`src/rtl/mips_ctrl_pkg.sv`:
```
`timescale 1ns/1ps
// mips_ctrl_pkg
// Shared constants for the multicycle MIPS control path: FSM state
// encodings, ALU class codes (also consumed by the ALU controller), opcode
// values, ALU B-operand select codes, and the decoded instruction class.
// Two helper functions map an instruction class to its ALU class code and
// to its ALU B-operand select.
package mips_ctrl_pkg;

    // FSM states; 5-7 are never entered and fall back to FETCH
    typedef enum logic [2:0] {
        ST_FETCH  = 3'd0,
        ST_DECODE = 3'd1,
        ST_EXEC   = 3'd2,
        ST_MEM    = 3'd3,
        ST_WB     = 3'd4
    } ctrlState_t;

    // ALU class codes handed to the ALU controller
    localparam logic [2:0] ALUOP_R     = 3'b000;
    localparam logic [2:0] ALUOP_ADDI  = 3'b001;
    localparam logic [2:0] ALUOP_BEQ   = 3'b010;
    localparam logic [2:0] ALUOP_BNE   = 3'b011;
    localparam logic [2:0] ALUOP_ORI   = 3'b101;
    localparam logic [2:0] ALUOP_SLTIU = 3'b110;
    localparam logic [2:0] ALUOP_MEM   = 3'b111;

    // Supported opcodes
    localparam logic [5:0] OP_RTYPE = 6'b000000;
    localparam logic [5:0] OP_ADDI  = 6'b001000;
    localparam logic [5:0] OP_BEQ   = 6'b000100;
    localparam logic [5:0] OP_BNE   = 6'b000101;
    localparam logic [5:0] OP_ORI   = 6'b001101;
    localparam logic [5:0] OP_SLTIU = 6'b001011;
    localparam logic [5:0] OP_LW    = 6'b100011;
    localparam logic [5:0] OP_SW    = 6'b101011;

    // R-type funct value that means "do nothing": no register write-back
    localparam logic [5:0] FUNCT_NOP = 6'b000000;

    // ALU B-operand selects
    localparam logic [1:0] SRCB_REG  = 2'b00;
    localparam logic [1:0] SRCB_FOUR = 2'b01;
    localparam logic [1:0] SRCB_SEXT = 2'b10;
    localparam logic [1:0] SRCB_ZEXT = 2'b11;

    // Decoded instruction class; CLS_R doubles as the cleared value
    typedef enum logic [2:0] {
        CLS_R     = 3'd0,
        CLS_ADDI  = 3'd1,
        CLS_BEQ   = 3'd2,
        CLS_BNE   = 3'd3,
        CLS_ORI   = 3'd4,
        CLS_SLTIU = 3'd5,
        CLS_LW    = 3'd6,
        CLS_SW    = 3'd7
    } opClass_t;

    // ALU class code used while executing an instruction of class c
    function automatic logic [2:0] classAluOp(input opClass_t c);
        case (c)
            CLS_R:     return ALUOP_R;
            CLS_ADDI:  return ALUOP_ADDI;
            CLS_BEQ:   return ALUOP_BEQ;
            CLS_BNE:   return ALUOP_BNE;
            CLS_ORI:   return ALUOP_ORI;
            CLS_SLTIU: return ALUOP_SLTIU;
            default:   return ALUOP_MEM;
        endcase
    endfunction

    // ALU B operand: registers for compares/R-type, zero-extended
    // immediate for ori, sign-extended immediate for everything else
    function automatic logic [1:0] classAluSrcB(input opClass_t c);
        case (c)
            CLS_R, CLS_BEQ, CLS_BNE: return SRCB_REG;
            CLS_ORI:                 return SRCB_ZEXT;
            default:                 return SRCB_SEXT;
        endcase
    endfunction

endpackage

```
`src/rtl/op_class_dec.sv`:
```
`timescale 1ns/1ps
// op_class_dec
// Purely combinational opcode decoder: maps a 6-bit opcode to its
// instruction class and flags any opcode outside the supported set.
// Ports:
//   i_opcode  [5:0]  opcode from the instruction register
//   o_opClass        decoded instruction class (CLS_R when illegal)
//   o_illegal        1 when the opcode is not supported
module op_class_dec
    import mips_ctrl_pkg::*;
(
    input  logic [5:0] i_opcode,
    output opClass_t   o_opClass,
    output logic       o_illegal
);

    // Table lookup; unknown opcodes report illegal with a harmless class
    always_comb begin
        o_opClass = CLS_R;
        o_illegal = 1'b0;
        case (i_opcode)
            OP_RTYPE: o_opClass = CLS_R;
            OP_ADDI:  o_opClass = CLS_ADDI;
            OP_BEQ:   o_opClass = CLS_BEQ;
            OP_BNE:   o_opClass = CLS_BNE;
            OP_ORI:   o_opClass = CLS_ORI;
            OP_SLTIU: o_opClass = CLS_SLTIU;
            OP_LW:    o_opClass = CLS_LW;
            OP_SW:    o_opClass = CLS_SW;
            default:  o_illegal = 1'b1;
        endcase
    end

endmodule

```
`src/rtl/multicycle_ctrl.sv`:
```
`timescale 1ns/1ps
// multicycle_ctrl
// Main control FSM of a multicycle MIPS subset (R, addi, beq, bne, ori,
// sltiu, lw, sw). Walks FETCH -> DECODE -> EXEC -> [MEM] -> [WB] and drives
// the datapath strobes and mux selects. Memory waits in FETCH and MEM are
// bounded by WAIT_LIMIT cycles; on expiry the instruction is abandoned.
// Ports:
//   clk_i, rst_i            clock, asynchronous active-high reset
//   opcode_i, funct_i [5:0] instruction fields, sampled in DECODE
//   zero_i                  ALU zero flag, used by branches in EXEC
//   mem_ready_i             memory access completes this cycle
//   ALUOp_o [2:0]           ALU class code for the ALU controller
//   PCWrite_o, IRWrite_o, MemRead_o, MemWrite_o, RegWrite_o   strobes
//   RegDst_o, MemtoReg_o, ALUSrcA_o, PCSrc_o, ALUSrcB_o [1:0] mux selects
//   instr_done_o, illegal_o, timeout_o                        status pulses
//   state_o [2:0]           current state, for debug
module multicycle_ctrl
    import mips_ctrl_pkg::*;
#(
    parameter int WAIT_LIMIT = 15
) (
    input  logic       clk_i,
    input  logic       rst_i,
    input  logic [5:0] opcode_i,
    input  logic [5:0] funct_i,
    input  logic       zero_i,
    input  logic       mem_ready_i,
    output logic [2:0] ALUOp_o,
    output logic       PCWrite_o,
    output logic       IRWrite_o,
    output logic       MemRead_o,
    output logic       MemWrite_o,
    output logic       RegWrite_o,
    output logic       RegDst_o,
    output logic       MemtoReg_o,
    output logic       ALUSrcA_o,
    output logic       PCSrc_o,
    output logic [1:0] ALUSrcB_o,
    output logic       instr_done_o,
    output logic       illegal_o,
    output logic       timeout_o,
    output logic [2:0] state_o
);

    localparam int CW = $clog2(WAIT_LIMIT + 1);
    localparam logic [CW-1:0] LIMIT_M1 = CW'(WAIT_LIMIT - 1);

    ctrlState_t    r_state;
    opClass_t      r_opClass;
    logic [5:0]    r_funct;
    logic [CW-1:0] r_waitCnt;

    opClass_t      w_decClass;
    logic          w_decIllegal;
    logic          w_live;
    logic          w_waiting;
    logic          w_limitHit;
    logic          w_timeout;
    logic          w_branchTaken;

    op_class_dec u_dec (
        .i_opcode  (opcode_i),
        .o_opClass (w_decClass),
        .o_illegal (w_decIllegal)
    );

    // The counter holds the number of cycles already spent waiting, so the
    // WAIT_LIMIT-th waiting cycle is the one where it equals WAIT_LIMIT-1.
    // A ready in that same cycle takes priority over the timeout.
    // Strobes that depend on inputs are held off while reset is asserted so
    // that reset looks like a quiet FETCH.
    assign w_live        = ~rst_i;
    assign w_waiting     = ((r_state == ST_FETCH) || (r_state == ST_MEM)) && !mem_ready_i;
    assign w_limitHit    = (r_waitCnt == LIMIT_M1);
    assign w_timeout     = w_live && w_waiting && w_limitHit;
    assign w_branchTaken = ((r_opClass == CLS_BEQ) && zero_i) ||
                           ((r_opClass == CLS_BNE) && !zero_i);
    assign state_o       = r_state;

    // State, latched instruction fields and wait counter. The counter is
    // cleared on every cycle that is not a continued wait, which covers
    // every entry into FETCH or MEM, including a timeout re-entering FETCH.
    always_ff @(posedge clk_i or posedge rst_i) begin
        if (rst_i) begin
            r_state   <= ST_FETCH;
            r_opClass <= CLS_R;
            r_funct   <= '0;
            r_waitCnt <= '0;
        end else begin
            r_waitCnt <= '0;
            case (r_state)
                ST_FETCH: begin
                    if (mem_ready_i) begin
                        r_state <= ST_DECODE;
                    end else if (!w_limitHit) begin
                        r_waitCnt <= r_waitCnt + CW'(1);
                    end
                end
                ST_DECODE: begin
                    r_opClass <= w_decClass;
                    r_funct   <= funct_i;
                    r_state   <= w_decIllegal ? ST_FETCH : ST_EXEC;
                end
                ST_EXEC: begin
                    case (r_opClass)
                        CLS_BEQ, CLS_BNE: r_state <= ST_FETCH;
                        CLS_LW, CLS_SW:   r_state <= ST_MEM;
                        default:          r_state <= ST_WB;
                    endcase
                end
                ST_MEM: begin
                    if (mem_ready_i) begin
                        r_state <= (r_opClass == CLS_LW) ? ST_WB : ST_FETCH;
                    end else if (w_limitHit) begin
                        r_state <= ST_FETCH;
                    end else begin
                        r_waitCnt <= r_waitCnt + CW'(1);
                    end
                end
                ST_WB: begin
                    r_state <= ST_FETCH;
                end
                default: begin
                    r_state <= ST_FETCH;
                end
            endcase
        end
    end

    // Output decode from the registered state; only the ready/zero/opcode
    // qualified strobes look at inputs. Everything not named in a state
    // stays 0.
    always_comb begin
        ALUOp_o      = ALUOP_R;
        PCWrite_o    = 1'b0;
        IRWrite_o    = 1'b0;
        MemRead_o    = 1'b0;
        MemWrite_o   = 1'b0;
        RegWrite_o   = 1'b0;
        RegDst_o     = 1'b0;
        MemtoReg_o   = 1'b0;
        ALUSrcA_o    = 1'b0;
        PCSrc_o      = 1'b0;
        ALUSrcB_o    = SRCB_REG;
        instr_done_o = 1'b0;
        illegal_o    = 1'b0;
        timeout_o    = 1'b0;
        case (r_state)
            ST_FETCH: begin
                MemRead_o = 1'b1;
                ALUSrcB_o = SRCB_FOUR;
                ALUOp_o   = ALUOP_MEM;
                if (mem_ready_i && w_live) begin
                    IRWrite_o = 1'b1;
                    PCWrite_o = 1'b1;
                end
                timeout_o = w_timeout;
            end
            ST_DECODE: begin
                illegal_o = w_decIllegal;
            end
            ST_EXEC: begin
                ALUSrcA_o = 1'b1;
                ALUOp_o   = classAluOp(r_opClass);
                ALUSrcB_o = classAluSrcB(r_opClass);
                if ((r_opClass == CLS_BEQ) || (r_opClass == CLS_BNE)) begin
                    instr_done_o = 1'b1;
                    if (w_branchTaken) begin
                        PCWrite_o = 1'b1;
                        PCSrc_o   = 1'b1;
                    end
                end
            end
            ST_MEM: begin
                MemRead_o    = (r_opClass == CLS_LW);
                MemWrite_o   = (r_opClass == CLS_SW) && !w_timeout;
                instr_done_o = (r_opClass == CLS_SW) && mem_ready_i;
                timeout_o    = w_timeout;
            end
            ST_WB: begin
                RegWrite_o   = !((r_opClass == CLS_R) && (r_funct == FUNCT_NOP));
                RegDst_o     = (r_opClass == CLS_R);
                MemtoReg_o   = (r_opClass == CLS_LW);
                instr_done_o = 1'b1;
            end
            default: begin
            end
        endcase
    end

endmodule

```
`config.mk`:
```
export PLATFORM = sky130hd
export DESIGN_NAME = multicycle_ctrl
export DESIGN_NICKNAME = d
export VERILOG_FILES = /design/src/rtl/mips_ctrl_pkg.sv /design/src/rtl/op_class_dec.sv /design/src/rtl/multicycle_ctrl.sv
export SDC_FILE = /design/constraint.sdc
export NUM_CORES = 1
export LEC_CHECK = 0
export CELL_PAD_IN_SITES_DETAIL_PLACEMENT = 1
export CELL_PAD_IN_SITES_GLOBAL_PLACEMENT = 1
export CORE_ASPECT_RATIO = 1.2
export CORE_MARGIN = 2
export CORE_UTILIZATION = 34
export DETAILED_ROUTE_END_ITERATION = 8
export HOLD_SLACK_MARGIN = 0.05
export PLACE_DENSITY_LB_ADDON = 0.1
export SYNTH_ARGS = -nofsm -noshare
export SYNTH_HDL_FRONTEND = slang
export SYNTH_SLANG_ARGS = --single-unit
```
`constraint.sdc`:
```
create_clock -name clk_i -period 2.5 [get_ports clk_i]
set_input_delay 0.375 -clock clk_i [delete_from_list [all_inputs] [get_ports clk_i]]
set_output_delay 0.375 -clock clk_i [all_outputs]
set_load 0.005 [all_outputs]
```
==> impl_metrics.toml, run 1 <==
[placement]
place_ws_ps = 17.9
port_buffers = 35
dp_hpwl_mm = 2.39
gp_congestion = 0.736

[worst_setup_path]
crit_family = "simple AND/OR/NAND/NOR gates"
cp_slowest_cell = "or4_1"
crit_arrival_ps = 2010
worst_setup_path_end_kind = "output port"
path_buf_inv = 1
cp_cell_sequence = "or4_1 -> nor3_1 -> a31oi_1 -> clkdlybuf4s50_1"
cpPeakStageDelay_ps = 520
required_ps = 2120
crit_type = "register to output port"
cp_max_fo = 2
cp-start-kind = "register"

[timing]
hold_viol = 0
setup_viol = 0
worstMarginPinSlew_ps = 614
setup_tns_ps = 0
drv_slew = 0
fin_ws_ps = 115
relSlewSlack = 0.590
finalCriticalPeriod_ps = 2380
rsz0062_at_grt = "no"
fin_skew_ps = 2.63
fmax_ghz = 0.419
min_period_over_period = 0.954

[synthesis]
yosys_warnings = 0
synth_cells = 133
ys_seq_elements = 16
yosysSeqAreaShare = 0.380
ys_types = 37
mappedNetlistArea_sq_um = 1050
synth_fp_nets = 151
synth.avg_cell_area_sq_um = 7.92

[clock_network]
cts_tree = "done"
post-cts-setup-buffers = 0
worstSkewPairLatency_ps = 280
cts-buffers-inserted = 3
cts_root_buf = "clkbuf_4"
htree_levels = 1
clk_pin_slew_worst_paths_ps = 100
clk_path_buf_depth = 2
clock-sinks = 16

[final_layout]
syn_to_final_growth_pct = 42.5
multi_input_area_sq_um = 583
n_antenna_cell = 0
seqCellArea_sq_um = 402
layout-drive-gt1-share = 0.123
nets = 190
fill_cells = 371

[global_routing]
grt_pass1_vias = 1139
grt_first_pass_wirelength_mm = 4.97
groute.usage.overall = 0.184
antenna_found_initial = 0
grt_start_max_net_pins = 17
grt_overflow = 0

[run]
maxCapViolCount = 0

[floorplan]
die_area_sq_um = 3560
io_pins = 36
die_h_microns = 65.0
initial_core_util = 0.351
rows = 22
coreArea_sq_um = 3000
die_width_microns = 54.8

[power]
peakVddDrop_mv = 0.375
finalPower_mw = 0.734
p_leak_nw = 0.670
pwr_density_cell_nw_per_um2 = 489

[routing]
drt_drc_violations_left = 0
first_iter_violations = 27
wire_per_inst_microns = 14.2
first_pass_iters = 4
via_count = 1071
antenna_left = 0
routed_wl_mm = 2.93
viasPerCell = 5.17

[hold_path]
hp-class = "register to register"

[run_status]
outcome = "finished, final reports clean"
## final cells by class
type	count	area share
Tap cell	36	0.0300
Sequential cell	16	0.267
Inverter	8	0.0200
Clock buffer	4	0.0242
Timing Repair Buffer	42	0.270
Multi-Input combinational cell	101	0.388
## metal layers
layer  GRT usage  up-vias  routed length [microns]
met5           0        -                        0
met4      0.0219        0                        0
met1       0.215      518                     1210
met2       0.338       27                     1590
met3      0.0392        0                      132
li1            -      526                        -
## worst paths after layout
path                                   startpoint                  endpoint  slack (ps)  cells past startpoint
max in group asynchronous                   rst_i  r_opClass[2]$_DFFE_PP0P_        1550                      2
hold reg to reg            r_funct[0]$_DFFE_PP0P_    r_funct[0]$_DFFE_PP0P_         470                      2
setup / recovery           r_funct[3]$_DFFE_PP0P_                RegWrite_o         120                      4
setup reg to reg           r_waitCnt[0]$_DFF_PP0_    r_waitCnt[3]$_DFF_PP0_         900                      5
hold / removal             r_funct[0]$_DFFE_PP0P_    r_funct[0]$_DFFE_PP0P_         470                      2
min in group asynchronous                   rst_i    state_o[0]$_DFFE_PP0P_         510                      2
## layout by cell type, fill, tap and decap left out, types with 4 or more instances in the layout
cell,n
and3_1,4
inv_1,6
dfrtp_1,15
nor2_1,15
buf_4,7
clkdlybuf4s50_1,34
nand2_1,28
a21oi_1,5
nor3_1,5
a31oi_1,5
## cell usage after synthesis, drive strengths merged
library cell	count	share of area
nand2	28	0.10
dfrtp	16	0.38
nor2	16	0.059
inv	8	0.029
buf	6	0.040
a21oi	5	0.024
a31oi	5	0.030
nor3	5	0.024
and3	4	0.024
nor4	4	0.024
o21ai	4	0.019
nand2b	3	0.025
nor2b	3	0.018
xor2	3	0.025
and2	2	0.012
clkbuf	2	0.0083
ha	2	0.024
nand3	2	0.0095
o32a	2	0.019
or2	2	0.012
or4	2	0.018
a21bo	1	0.0095
a221o	1	0.0095
a22oi	1	0.0071
a31o	1	0.0083
nand3b	1	0.0071
o221ai	1	0.0083
o31ai	1	0.012
or3b	1	0.0083
xnor2	1	0.0083
## where the power goes
part | total (mW) | internal (mW) | leakage, nW | switching [mW]
sequential | 0.335 | 0.296 | 0.206 | 0.0396
clock | 0.172 | 0.0886 | 0.0210 | 0.0837
combinational | 0.227 | 0.119 | 0.443 | 0.108
## cells by family after synthesis
group	synth area share
AND/OR/NAND/NOR	0.340
adder cells (fa/ha/maj)	0.0237
XOR/XNOR	0.0333
flip-flops	0.380
AO/OA/AOI/OAI	0.146
buffers and inverters	0.0772
## metrics by stage
stage	cell area, sq um	hold slack, ps	util	instances
after floorplan	1050	289	-	133
after global placement	1450	449	0.483	203
after detailed placement	1450	456	0.483	203
after CTS	1490	478	0.495	207
after global routing	1500	510	0.500	207
final	1500	473	0.500	207
## sequential cells by signal (all words and copies together), names as in the netlist
name,cells
r_funct,6
r_opClass,3
r_waitCnt,4
state_o,3
## worst min-delay path: cells and delay by family, from the launching register on
family	cells	cell delay [ps]
flip-flops	1	350
AND/OR/NAND/NOR	2	100
## what timing repair did
| action | 4_1_cts | 5_1_grt |
|---|---|---|
| hold buffers | 0 | 0 |
| setup endpoints to repair | 0 | 3 |
| gates resized for setup | 0 | 6 |
(Power assumes the default switching activity.)
==> inputs of run 2 (changes only) <==
--- a/config.mk
+++ b/config.mk
@@ -8,7 +8,6 @@
 export CELL_PAD_IN_SITES_DETAIL_PLACEMENT = 1
 export CELL_PAD_IN_SITES_GLOBAL_PLACEMENT = 1
 export CORE_ASPECT_RATIO = 1.2
-export CORE_MARGIN = 2
 export CORE_UTILIZATION = 34
 export DETAILED_ROUTE_END_ITERATION = 8
 export HOLD_SLACK_MARGIN = 0.05
==> run 2 against run 1 <==
Maximum frequency grew 0.59%. Clock-buffer cell count unchanged. Sequential power about the same. Non-clock buffer count is 2 lower. Sequential cell count is the same. Power fell by 0.28%. Final cell count fell by 1.9%. Design area about the same. Largest power group unchanged.
==> impl_metrics.toml, run 2 (same netlist as run 1, synthesis figures left out) <==
[clock_network]
post-cts-setup-buffers = 0
clk_pin_slew_worst_paths_ps = 100
cts_tree = "done"
htree_levels = 1
cts-buffers-inserted = 3
worstSkewPairLatency_ps = 290
clk_path_buf_depth = 2
clock-sinks = 16
cts_root_buf = "clkbuf_4"

[timing]
fmax_ghz = 0.422
setup_tns_ps = 0
worstMarginPinSlew_ps = 599
relSlewSlack = 0.600
setup_viol = 0
hold_viol = 0
rsz0062_at_grt = "no"
fin_skew_ps = 4.32
drv_slew = 0
finalCriticalPeriod_ps = 2370
min_period_over_period = 0.948

[worst_setup_path]
cp_slowest_cell = "or4_1"
path_buf_inv = 1
cp_cell_sequence = "or4_1 -> nor3_1 -> a31oi_1 -> clkdlybuf4s50_1"
crit_arrival_ps = 2000
cpPeakStageDelay_ps = 530
required_ps = 2120
cp_max_fo = 2
rrSetupSlack_ps = 920
cp-start-kind = "register"
ff2ff_path_depth = 5
crit_cells = 4
startpoint = "r_funct[3]$_DFFE_PP0P_"
worst_setup_path_end_kind = "output port"
cp-endpoint = "RegWrite_o"
crit_family = "simple AND/OR/NAND/NOR gates"
reg2reg_from = "r_waitCnt[0]$_DFF_PP0_"
crit_type = "register to output port"
r2r-end = "r_waitCnt[3]$_DFF_PP0_"

[placement]
dp_hpwl_mm = 2.23
port_buffers = 35
gp_congestion = 0.788
place_area_sq_um = 1430

[power]
finalPower_mw = 0.732
pwr_density_cell_nw_per_um2 = 488
peakVddDrop_mv = 0.333
p_leak_nw = 0.671

[final_layout]
layout-drive-gt1-share = 0.124
top_register = "r_funct"
syn_to_final_growth_pct = 42.4
fill_cells = 352
layout_commonest_cell = "clkdlybuf4s50_1"
post-route-util = 0.524
largest_reg_flops = 6
finalInstanceArea_sq_um = 1500
nets = 188
reg_top3 = "r_funct: 6 flops, r_waitCnt: 4 flops"
n_antenna_cell = 0
final_cell_mix = "32 x clkdlybuf4s50_1, 28 x nand2_1, 15 x nor2_1"

[routing]
routed_wl_mm = 2.80
viasPerCell = 5.16
drt_drc_violations_left = 0
antenna_left = 0
via_count = 1048
wire_per_inst_microns = 13.8
first_pass_iters = 3
first_iter_violations = 4

[global_routing]
grt_pass1_vias = 1138
grt_start_max_net_pins = 17
groute.usage.overall = 0.199
grt_first_pass_wirelength_mm = 4.98
grt_overflow = 0
antenna_found_initial = 0

[floorplan]
coreArea_sq_um = 2860
rows = 21
die_area_sq_um = 3330
die_width_microns = 52.8
io_pins = 36
die_h_microns = 63.0
initial_core_util = 0.368

[run_status]
outcome = "finished, final reports clean"

[hold_path]
hp-class = "primary input to asynchronous set/reset pin"

[run]
maxCapViolCount = 0
[run 2: cell types whose count changed in the layout (fill, tap and decap cells not counted), sizes merged]
| cell | delta |
|---|---|
| dlymetal6s2s | +2 |
| buf | -2 |
| clkdlybuf4s50 | -2 |
[run 2: worst min path at each step]
stage / start / end / slack [ps] / depth (start not counted)
6_report: rst_i / state_o[2]$_DFFE_PP0P_ / 480 / 2
3_3_place_gp: r_funct[0]$_DFFE_PP0P_ / r_funct[0]$_DFFE_PP0P_ / 450 / 2
3_5_place_dp: r_funct[0]$_DFFE_PP0P_ / r_funct[0]$_DFFE_PP0P_ / 460 / 2
2_1_floorplan: rst_i / r_funct[0]$_DFFE_PP0P_ / 290 / 1
5_1_grt: rst_i / state_o[2]$_DFFE_PP0P_ / 520 / 2
4_1_cts: r_funct[0]$_DFFE_PP0P_ / r_funct[0]$_DFFE_PP0P_ / 480 / 2
[run 2: worst reg2reg max path: cells and delay by family, from the launching register on]
kind	cells	cell delay [ps]
AND/OR/NAND/NOR	3	860
flip-flops	1	400
adder cells (fa/ha/maj)	1	190
buffers and inverters	1	60
[run 2: layout make-up]
| type | instances | area (sq um) | share of cell area |
|---|---|---|---|
| Inverter | 8 | 30.0 | 0.0200 |
| Clock buffer | 4 | 36.3 | 0.0242 |
| Multi-Input combinational cell | 101 | 592 | 0.394 |
| Sequential cell | 16 | 404 | 0.269 |
| Timing Repair Buffer | 40 | 395 | 0.264 |
| Tap cell | 34 | 42.5 | 0.0284 |
[run 2: layer usage]
metal | up-vias | share of wire | global-route usage
met1 | 499 | 0.42 | 0.233
met3 | 3 | 0.041 | 0.0511
li1 | 521 | - | -
met2 | 25 | 0.53 | 0.359
met5 | - | 0 | 0
met4 | 0 | 0.0050 | 0.0296
[run 2: what timing repair did]
item                                   in CTS  in global routing
hold buffers                                0                  0
endpoints found under the hold margin       0                  0
gates resized for setup                     2                  9
setup endpoints to repair                   2                  5
[run 2: report_power, final]
part / total, mW / internal (mW) / leakage, nW / switching (mW)
clock network: 0.174 / 0.0889 / 0.0210 / 0.0852
logic: 0.221 / 0.117 / 0.447 / 0.104
registers: 0.338 / 0.297 / 0.204 / 0.0411
[run 2: stage by stage]
step           worst slack (ps)  std cells  hold slack, ps
5_1_grt                    9.71        203             518
3_3_place_gp               78.0        199             450
2_1_floorplan               936        133             289
6_report                    129        203             476
3_5_place_dp               8.41        199             457
4_1_cts                    27.9        203             479
==> inputs of run 3 (changes only) <==
--- a/config.mk
+++ b/config.mk
@@ -12,6 +12,7 @@
 export DETAILED_ROUTE_END_ITERATION = 8
 export HOLD_SLACK_MARGIN = 0.05
 export PLACE_DENSITY_LB_ADDON = 0.1
+export REMOVE_ABC_BUFFERS = 1
 export SYNTH_ARGS = -nofsm -noshare
 export SYNTH_HDL_FRONTEND = slang
 export SYNTH_SLANG_ARGS = --single-unit
==> run 3 against run 2 <==
Clock skew increased by 4.1 ps. Critical path type unchanged. Clock power barely moved. Sequential cell count did not move.
==> impl_metrics.toml, run 3 (same netlist as run 1, synthesis figures left out) <==
[global_routing]
grt_first_pass_wirelength_mm = 4.70
antenna_found_initial = 0
grt_start_max_net_pins = 17
groute.usage.overall = 0.191
grt_overflow = 0
grt_pass1_vias = 1075

[clock_network]
htree_levels = 1
cts_root_buf = "clkbuf_4"
clk_pin_slew_worst_paths_ps = 90
post_cts_resized = 1
clock-sinks = 16
worstSkewPairLatency_ps = 300
cts_tree = "done"
post-cts-setup-buffers = 0
cts_hold_buf = 0
cts-buffers-inserted = 3
clk_path_buf_depth = 2

[worst_setup_path]
cp_slowest_cell = "dfrtp_1"
crit_family = "flip-flops"
worst_setup_path_end_kind = "output port"
crit_type = "register to output port"
cp-start-kind = "register"
cpPeakStageDelay_ps = 520
cp_max_fo = 9
crit_arrival_ps = 2010
path_buf_inv = 1
cp_cell_sequence = "nand2_1 -> nor4_2 -> a221o_1 -> clkdlybuf4s50_1"
required_ps = 2120

[timing]
relSlewSlack = 0.590
setup_viol = 0
drv_slew = 0
min_period_over_period = 0.956
fin_skew_ps = 8.42
setup_tns_ps = 0
fmax_ghz = 0.419
fin_ws_ps = 111
worstMarginPinSlew_ps = 614
finalCriticalPeriod_ps = 2390
hold_viol = 0

[placement]
gp_congestion = 0.789
place_inst = 199
dp_hpwl_mm = 2.25
port_buffers = 35
place_ws_ps = 29.9

[floorplan]
die_area_sq_um = 3330
io_pins = 36
die_width_microns = 52.8
initial_core_util = 0.368
coreArea_sq_um = 2860
die_h_microns = 63.0
rows = 21

[power]
finalPower_mw = 0.735
seqPwrFrac = 0.460
peakVddDrop_mv = 0.454
clock_power_share = 0.241
p_switching_mw = 0.234
pwr-share-comb = 0.300
switching_share = 0.319
pwr_density_cell_nw_per_um2 = 492
internal-power_mw = 0.501
p_leak_nw = 0.676

[final_layout]
top_register = "r_funct"
fill_cells = 367
nets = 188
stdcell_count = 203
final_cell_mix = "32 x clkdlybuf4s50_1, 28 x nand2_1, 15 x nor2_1"
n_antenna_cell = 0
multi_input_area_sq_um = 587
largest_reg_flops = 6
layout_commonest_cell = "clkdlybuf4s50_1"
syn_to_final_growth_pct = 41.8
seqCellArea_sq_um = 403
reg_top3 = "r_funct: 6 flops, r_waitCnt: 4 flops"
layout-drive-gt1-share = 0.118

[routing]
routed_wl_mm = 2.86
wire_per_inst_microns = 14.1
viasPerCell = 5.35
via_count = 1087
first_iter_violations = 17
drt_drc_violations_left = 0
first_pass_iters = 4
antenna_left = 0

[hold_path]
hp-class = "register to register"

[run]
maxCapViolCount = 0

[run_status]
outcome = "finished, final reports clean"
==> run 3: cell counts in the layout (fill, tap and decap cells not counted) <==
No cell type changed its count.
==> run 3: metrics by stage <==
stage / hold WS, ps / utilization / cell area (sq um)
2_1_floorplan: 289 / - / 1000
3_3_place_gp: 451 / 0.500 / 1430
3_5_place_dp: 457 / 0.500 / 1430
4_1_cts: 480 / 0.515 / 1480
5_1_grt: 517 / 0.522 / 1490
6_report: 474 / 0.522 / 1490
==> run 3: final timing paths <==
kind	from	endpoint	slack [ps]	cells past startpoint
setup / recovery	r_opClass[2]$_DFFE_PP0P_	instr_done_o	110	4
hold / removal	r_funct[0]$_DFFE_PP0P_	r_funct[0]$_DFFE_PP0P_	470	2
setup reg to reg	r_waitCnt[0]$_DFF_PP0_	r_waitCnt[0]$_DFF_PP0_	910	5
hold reg to reg	r_funct[0]$_DFFE_PP0P_	r_funct[0]$_DFFE_PP0P_	470	2
max in group asynchronous	rst_i	r_opClass[1]$_DFFE_PP0P_	1570	2
min in group asynchronous	rst_i	r_waitCnt[0]$_DFF_PP0_	490	2
==> run 3: final cells by class <==
cell class | count | share of cell area
multi-input combinational | 101 | 0.393
sequential | 16 | 0.270
timing repair buffer | 40 | 0.265
tap | 34 | 0.0285
clock buffer | 4 | 0.0243
inverter | 8 | 0.0201
==> run 3: power by group through the flow <==
stage	Combinational, mW	Sequential [mW]	Clock (mW)
4_1_cts	0.223	0.338	0.180
3_5_place_dp	0.222	0.343	0
3_3_place_gp	0.216	0.339	0
6_report	0.220	0.338	0.177
5_1_grt	0.246	0.345	0.195
2_1_floorplan	0.113	0.333	0
==> run 3: per-layer routing <==
metal  part of all wire  wire length (microns)  GRT usage
met4             0.0095                     27     0.0625
met2               0.56                   1590      0.342
met1               0.39                   1120      0.203
met5                  0                      0          0
met3              0.041                    117     0.0584
==> run 3: worst min-delay path, delay by kind of cell (launching register included) <==
| kind | cells | cell delay (ps) |
|---|---|---|
| AND/OR/NAND/NOR | 2 | 110 |
| flip-flops | 1 | 340 |
